### config.mk
export PLATFORM = sky130hd
export DESIGN_NAME = conv_window_packer
export DESIGN_NICKNAME = d
export VERILOG_FILES = /design/src/rtl/conv_window_packer.sv
export SDC_FILE = /design/constraint.sdc
export NUM_CORES = 2
export LEC_CHECK = 0
export BUFFER_PORTS_ARGS = -buffer_cell sky130_fd_sc_hd__buf_2
export CAP_MARGIN = 20
export CORE_ASPECT_RATIO = 1.2
export CORE_UTILIZATION = 30
export DETAILED_ROUTE_END_ITERATION = 7
export MAX_ROUTING_LAYER = met4
export PLACE_DENSITY_LB_ADDON = 0.2
export RECOVER_POWER = 100
export SLEW_MARGIN = 10
export SYNTH_ARGS = -nofsm -noshare
export SYNTH_HDL_FRONTEND = slang
export SYNTH_SLANG_ARGS = --single-unit
### constraint.sdc
create_clock -name clk -period 2.5 [get_ports clk]
set_input_delay 0.375 -clock clk [delete_from_list [all_inputs] [get_ports clk]]
set_output_delay 0.375 -clock clk [all_outputs]
set_load 0.01 [all_outputs]
### src/rtl/conv_window_packer.sv
// Packs a serial stream of DATA_WIDTH-bit elements into N = D*F*F element windows,
// element k at window[DATA_WIDTH*k +: DATA_WIDTH]. Optional framing check: LAST_CHECK_EN.
module conv_window_packer #(
  parameter int DATA_WIDTH = 16,
  parameter int D          = 1,
  parameter int F          = 5
) (
  input  logic                              clk,
  input  logic                              reset,
  input  logic                              in_valid,
  output logic                              in_ready,
  input  logic [DATA_WIDTH-1:0]             in_data,
  input  logic                              in_last,
  output logic                              win_valid,
  input  logic                              win_ready,
  output logic [0:D*F*F*DATA_WIDTH-1]       window,
  output logic                              err
);

  localparam int N  = D * F * F;
  localparam int IW = (N > 1) ? $clog2(N) : 1;
  localparam logic [IW-1:0] LAST_IDX = IW'(N - 1);

  logic [IW-1:0]           idx;
  logic                    col_full;
  logic [0:N*DATA_WIDTH-1] col;
  logic                    accept;
  logic                    xfer;
  logic                    at_last;
  logic                    early_last;

  // in_ready depends only on registered state, never on win_ready
  assign in_ready = !col_full;
  assign accept   = in_valid && in_ready;
  assign xfer     = col_full && (!win_valid || win_ready);
  assign at_last  = (idx == LAST_IDX);

`ifdef LAST_CHECK_EN
  assign early_last = in_last && !at_last;

  always_ff @(posedge clk) begin
    if (reset) begin
      err <= 1'b0;
    end else if (accept && (in_last != at_last)) begin
      err <= 1'b1;
    end
  end
`else
  logic unused_last;
  assign unused_last = in_last;
  assign early_last  = 1'b0;
  assign err         = 1'b0;
`endif

  always_ff @(posedge clk) begin
    if (reset) begin
      idx       <= '0;
      col_full  <= 1'b0;
      col       <= '0;
      window    <= '0;
      win_valid <= 1'b0;
    end else begin
      if (accept) begin
        for (int unsigned k = 0; k < N; k++) begin
          if (idx == IW'(k)) col[DATA_WIDTH*k +: DATA_WIDTH] <= in_data;
        end
        // an early last drops the partial window so framing restarts at element 0
        if (early_last) begin
          idx <= '0;
        end else if (at_last) begin
          idx      <= '0;
          col_full <= 1'b1;
        end else begin
          idx <= idx + IW'(1);
        end
      end
      if (xfer) begin
        window    <= col;
        win_valid <= 1'b1;
        col_full  <= 1'b0;
      end else if (win_valid && win_ready) begin
        win_valid <= 1'b0;
      end
    end
  end

endmodule

# Yosys cells after proc, flatten, opt, wreduce, memory -nomap -nowiden
# Cells that the tools add are included.
dict set report totals {
  reg_bits 807
  out_inout_bits 403
  word_cells 91
}
dict set report op_classes {
  n_addsub 1
  n_eq_ne 24
  muxes 3
  reduce_logical 34
}
# op count
set op_table {}
lappend op_table {{AND reduction 2 bit} 25}
lappend op_table {{== test 5 bit (second input constant)} 9}
lappend op_table {{== test 5 x 4 -> 1 bit (second input constant)} 8}
lappend op_table {{== test 5 x 3 -> 1 bit (second input constant)} 4}
lappend op_table {{== test 5 x 2 -> 1 bit (second input constant)} 2}
lappend op_table {{adder 5 x 1 -> 5 bit (second input constant)} 1}
lappend op_table {{== test 5 x 1 -> 1 bit (second input constant)} 1}
lappend op_table {{logical NOT 5 bit} 1}
lappend op_table {{two-way mux 5 bit} 1}
lappend op_table {{logical AND 1 bit} 3}
lappend op_table {{logical NOT 1 bit} 2}
lappend op_table {{two-way mux 1 bit} 2}
lappend op_table {{nonzero test 2 bit} 1}
lappend op_table {{OR reduction 2 bit} 1}
lappend op_table {{logical OR 1 bit} 1}

# Depth between registers and ports, before layout
dict set report logic_depth {
  depth_word 4
  mapped_depth 8
  mapped_depth_nobuf 6
}

# Least setup slack after synthesis
# OpenSTA, ideal clock, no wires.
dict set report synth_timing {
  path_kind {register -> register}
  startpoint {register idx[0]}
  endpoint {register col[241] in the netlist's numbering}
  setup_ns 0.070
  arrival_ns 1.769
  setup_slack_ns 0.661
  path_stages_with_launch 9
  path_buffers 2
  synth_period_minus_slack_ns 1.839
  cell_sequence {dfxtp_1 -> ha_1 -> and3_1 -> ha_1 -> and3b_1 -> clkbuf_1 -> clkbuf_1 -> nand2_1 -> a21oi_1}
}
dict set report synth_between {
  elab_chain_cells 2
}
# element line
set synth_rtl {}
lappend synth_rtl {{start, declared} 24} ;# logic [IW-1:0] idx;
lappend synth_rtl {{start signal, assigned} 74} ;# idx <= idx + IW'(1);
lappend synth_rtl {{== test 5 x 4 -> 1 bit} 65} ;# if (idx == IW'(k)) col[DATA_WIDTH*k +: DATA_WIDTH] <= in_data;
lappend synth_rtl {{AND reduction 2 bit (no line)} -}
lappend synth_rtl {{end signal, assigned by index} 65}
lappend synth_rtl {{end, declared} 26} ;# logic [0:N*DATA_WIDTH-1] col;
# Every way passes these cells.
# A chain may end at the register's enable or synchronous reset.

# Worst setup path in the final report
dict set report layout_timing {
  startpoint {register col_full}
  endpoint {register window[232] in the netlist's numbering}
}
dict set report layout_between {
  elab_chain_cells 1
}
# element line
set layout_rtl {}
lappend layout_rtl {{start, declared} 25} ;# logic col_full;
lappend layout_rtl {{start signal, assigned} 58} ;# col_full <= 1'b0;
lappend layout_rtl {{start signal, assigned} 72} ;# col_full <= 1'b1;
lappend layout_rtl {{start signal, assigned} 80} ;# col_full <= 1'b0;
lappend layout_rtl {{logical AND 1 bit} 35} ;# assign xfer = col_full && (!win_valid || win_ready);
lappend layout_rtl {{end signal, assigned} 78} ;# window <= col;
lappend layout_rtl {{end, declared} 16} ;# output logic [0:D*F*F*DATA_WIDTH-1] window,
# Every way passes these cells.

==> flow_metrics.py <==
metrics = {
    "global_route": {
        "antenna_found_initial": 4,
        "grt_pass1_wl_microns": 152000,
        "grt_pass1_vias": 23300,
        "grt_remaining_overflow": 0,
        "grt_max_degree": 174,
        "grt.total_usage_pct": 19.7,
    },
    "critical_path": {
        "cp-startpoint": "col_full",
        "timing.rr.end": "window[232]",
        "cp.depth": 3,
        "cpLargestDelayFamily": "buffers and inverters",
        "cpPeakStageDelay_ps": 940,
        "cp.arrival_ps": 2860,
        "path_cells": "buf_6, nand3_1, a21oi_1",
        "crit_slowest_cell": "buf_6",
        "crit_buf_inv": 1,
        "reg2reg_depth": 3,
        "r2r_start": "col_full",
        "cp-start-kind": "flop",
        "crit_type": "reg -> reg",
        "worstSetupEndpointType": "flop",
        "cp_data_required_time_ps": 3070,
        "rrSetupSlack_ps": 220,
        "setup.worst_path.end": "window[232]",
        "cp_max_fo": 173,
    },
    "power_and_ir_drop": {
        "power_per_cell_area_mw_per_mm2": 743,
        "clkPwrFrac_pct": 50.0,
        "intPower_mw": 21.3,
        "sequentialPowerShare_pct": 46.9,
        "combPwrFrac_pct": 3.0,
        "peakVddDrop_uv": 451,
        "power.leakage_nw": 14.4,
        "p_sw_mw": 6.24,
        "p_sw_share_pct": 22.6,
    },
    "route": {
        "via_per_inst": 4.87,
        "firstDrtPassIters": 7,
        "drc_errors": 0,
        "drt-total-wl_microns": 103000,
        "drt_iter0_drc": 1450,
        "via_count": 24300,
        "detail_route.wl_per_cell_microns": 20.6,
        "antenna_left": 0,
    },
    "sta": {
        "hold_viol_final": 0,
        "setup_viol": 0,
        "tns_ps": 0,
        "relSlewSlack_pct": 0.457,
        "layout_min_cycle_time_ps": 2280,
        "fmax_ghz": 0.438,
        "drv_slew": 0,
        "clock_skew_ps": 16.2,
        "fin_crit_sh_pct": 91.4,
        "tightest_slew_ps": 1490,
        "rsz0062_at_grt": "false",
    },
    "cells_and_area": {
        "final_cell_mix": "dfxtp_1 (806), a21oi_1 (421), clkbuf_1 (419), nand3_1 (403), o21ai_0 (401)",
        "layoutNonFillerInstCount": 4978,
        "multi_input_area_sq_mm": 0.0131,
        "ff_latch_area_sq_mm": 0.0162,
        "area_delta_synth_final_pct": 20.7,
        "nets": 3566,
        "drive_gt1_share_pct": 8.50,
        "fillers": 10700,
        "final_common_cell": "dfxtp_1",
    },
    "synth": {
        "synth_largest_area_cell": "dfxtp_1",
        "syn_area_per_cell_sq_um": 9.45,
        "syn_area_sq_mm": 0.0307,
        "synth_cell_types": 35,
        "yosys_register_bits": 807,
        "synth_top_area_share_pct": 52.6,
        "ys_seq_area_share_pct": 52.6,
        "yosysWarnings": 0,
        "synthTopCellsByArea": "dfxtp_1 (53%), mux2i_1 (13%), nand2b_1 (8.2%)",
        "syn_nets": 3276,
        "synth_cells": 3250,
    },
    "floorplanning": {
        "io_pins": 424,
        "die_w_microns": 294,
        "die_area_sq_mm": 0.104,
        "start_util_pct": 30.3,
        "die_y_microns": 353,
        "coreArea_sq_mm": 0.102,
        "num_rows": 128,
    },
    "clock_network": {
        "cts_hold_buf": 16,
        "htreeDepth": 3,
        "cts_resized": 0,
        "clock_tree.buffer_depth": 3,
        "cts-root-buf": "clkbuf_16",
        "cts_buffers": 90,
        "cts_tree": "yes",
        "clk_pin_slew_ps": 60,
        "cts_setup_buffers": 0,
        "cts_sinks": 807,
        "insertion_delay_ps": 640,
    },
    "flow_run": {
        "maxCapViolations": 0,
    },
    "place": {
        "hpwl_microns": 61400,
        "portBuffers": 421,
        "gp_congestion": 0.755,
        "dp_cells": 4797,
    },
    "min_path": {
        "hp-class": "in -> reg",
    },
    "status": {
        "outcome": "finished clean",
    },
}
## cell families (layout without fill, tap and decap cells)
logic type,Yosys count,after routing,synth area share (%)
and+or+nand+nor,883,883,16.5
AOI/OAI and AO/OA,824,824,13.4
DFF,807,807,52.6
muxes,384,384,12.5
buffers and inverters,345,707,4.75
adders and majority gates,5,5,0.204
other,1,2,0.0122
xor gates and xnor gates,1,1,0.0285
## sequential cells by signal, summed over array words and instances (netlist names)
signal	count
col	400
idx	5
window	400
col_full	1
win_valid	1
## final cells by class
cell class                 count  area share, %
antenna                        1        0.00675
timing repair buffer         539           8.06
clock buffer                 127           6.99
multi-input combinational   2098           35.4
tap                         1365           4.61
clock inverter                37           1.33
inverter                       4         0.0608
sequential                   807           43.6
## routing by layer
metal  GRT usage, %  vias up  wire length (microns)
met5              -        -                      0
met4           4.80        0                   2100
met3           2.85      117                   4260
met2           30.4      560                  47200
met1           26.9    11800                  49000
li1               -    11800                      -
## power by group through the flow
stage	Sequential [mW]	Clock, mW	Combinational [mW]
floorplan	13.2	0	0.437
global placement	13.2	0	0.839
detailed placement	13.2	0	0.835
CTS	12.9	14.2	0.859
global route	12.9	14.7	0.880
finish	12.9	13.8	0.833
## cells in the mapped netlist
| library cell | count |
|---|---|
| nor3_1 | 2 |
| buf_2 | 21 |
| nand3b_1 | 2 |
| a21oi_1 | 421 |
| nand2_2 | 12 |
| and4bb_2 | 4 |
| xor2_1 | 1 |
| ha_1 | 5 |
| nor2_1 | 1 |
| mux2i_1 | 384 |
| nor4bb_1 | 1 |
| clkbuf_1 | 276 |
| or3_1 | 3 |
| buf_4 | 19 |
| buf_6 | 9 |
| o21ai_0 | 401 |
| o21a_1 | 1 |
| inv_1 | 3 |
| nor4b_4 | 1 |
| a211oi_1 | 1 |
| nand3_4 | 4 |
| nand3_1 | 401 |
| buf_1 | 16 |
| nand4b_1 | 1 |
| and3_1 | 1 |
| nand2_1 | 35 |
| and4b_1 | 1 |
| dfxtp_1 | 807 |
| and3b_1 | 1 |
| nor2b_1 | 3 |
| nand2b_1 | 402 |
| conb_1 | 1 |
| clkinv_1 | 1 |
| nand3_2 | 7 |
| or3b_2 | 1 |
## per-stage QoR
step | hold WS, ps | setup slack (ps) | utilization [%] | total power, mW | area, sq um
6_report | 161 | 215 | 36.5 | 27.5 | 37100
5_1_grt | 132 | 26.2 | 36.5 | 28.5 | 37100
4_1_cts | 100 | 119 | 37.1 | 28.0 | 37700
3_5_place_dp | 448 | 266 | 33.9 | 14.0 | 34400
3_3_place_gp | 450 | 299 | 33.9 | 14.0 | 34400
2_1_floorplan | 437 | 661 | - | 13.6 | 30700
## worst reg2reg max path, delay by kind of cell (launching register included)
kind	cells	cell delay, ps
flops	1	470
simple gates	1	580
buf+inv	1	940
compound gates	1	220
## worst min-delay path by stage
stage	end	from	cells past startpoint	slack, ps
2_1_floorplan	col[240]	col[240]	2	440
3_3_place_gp	window[256]	col[256]	2	450
3_5_place_dp	col[246]	col[246]	2	450
4_1_cts	window[243]	reset	2	100
5_1_grt	window[267]	reset	2	130
6_report	window[47]	win_ready	4	160
Power figures use the tool's default switching activity.
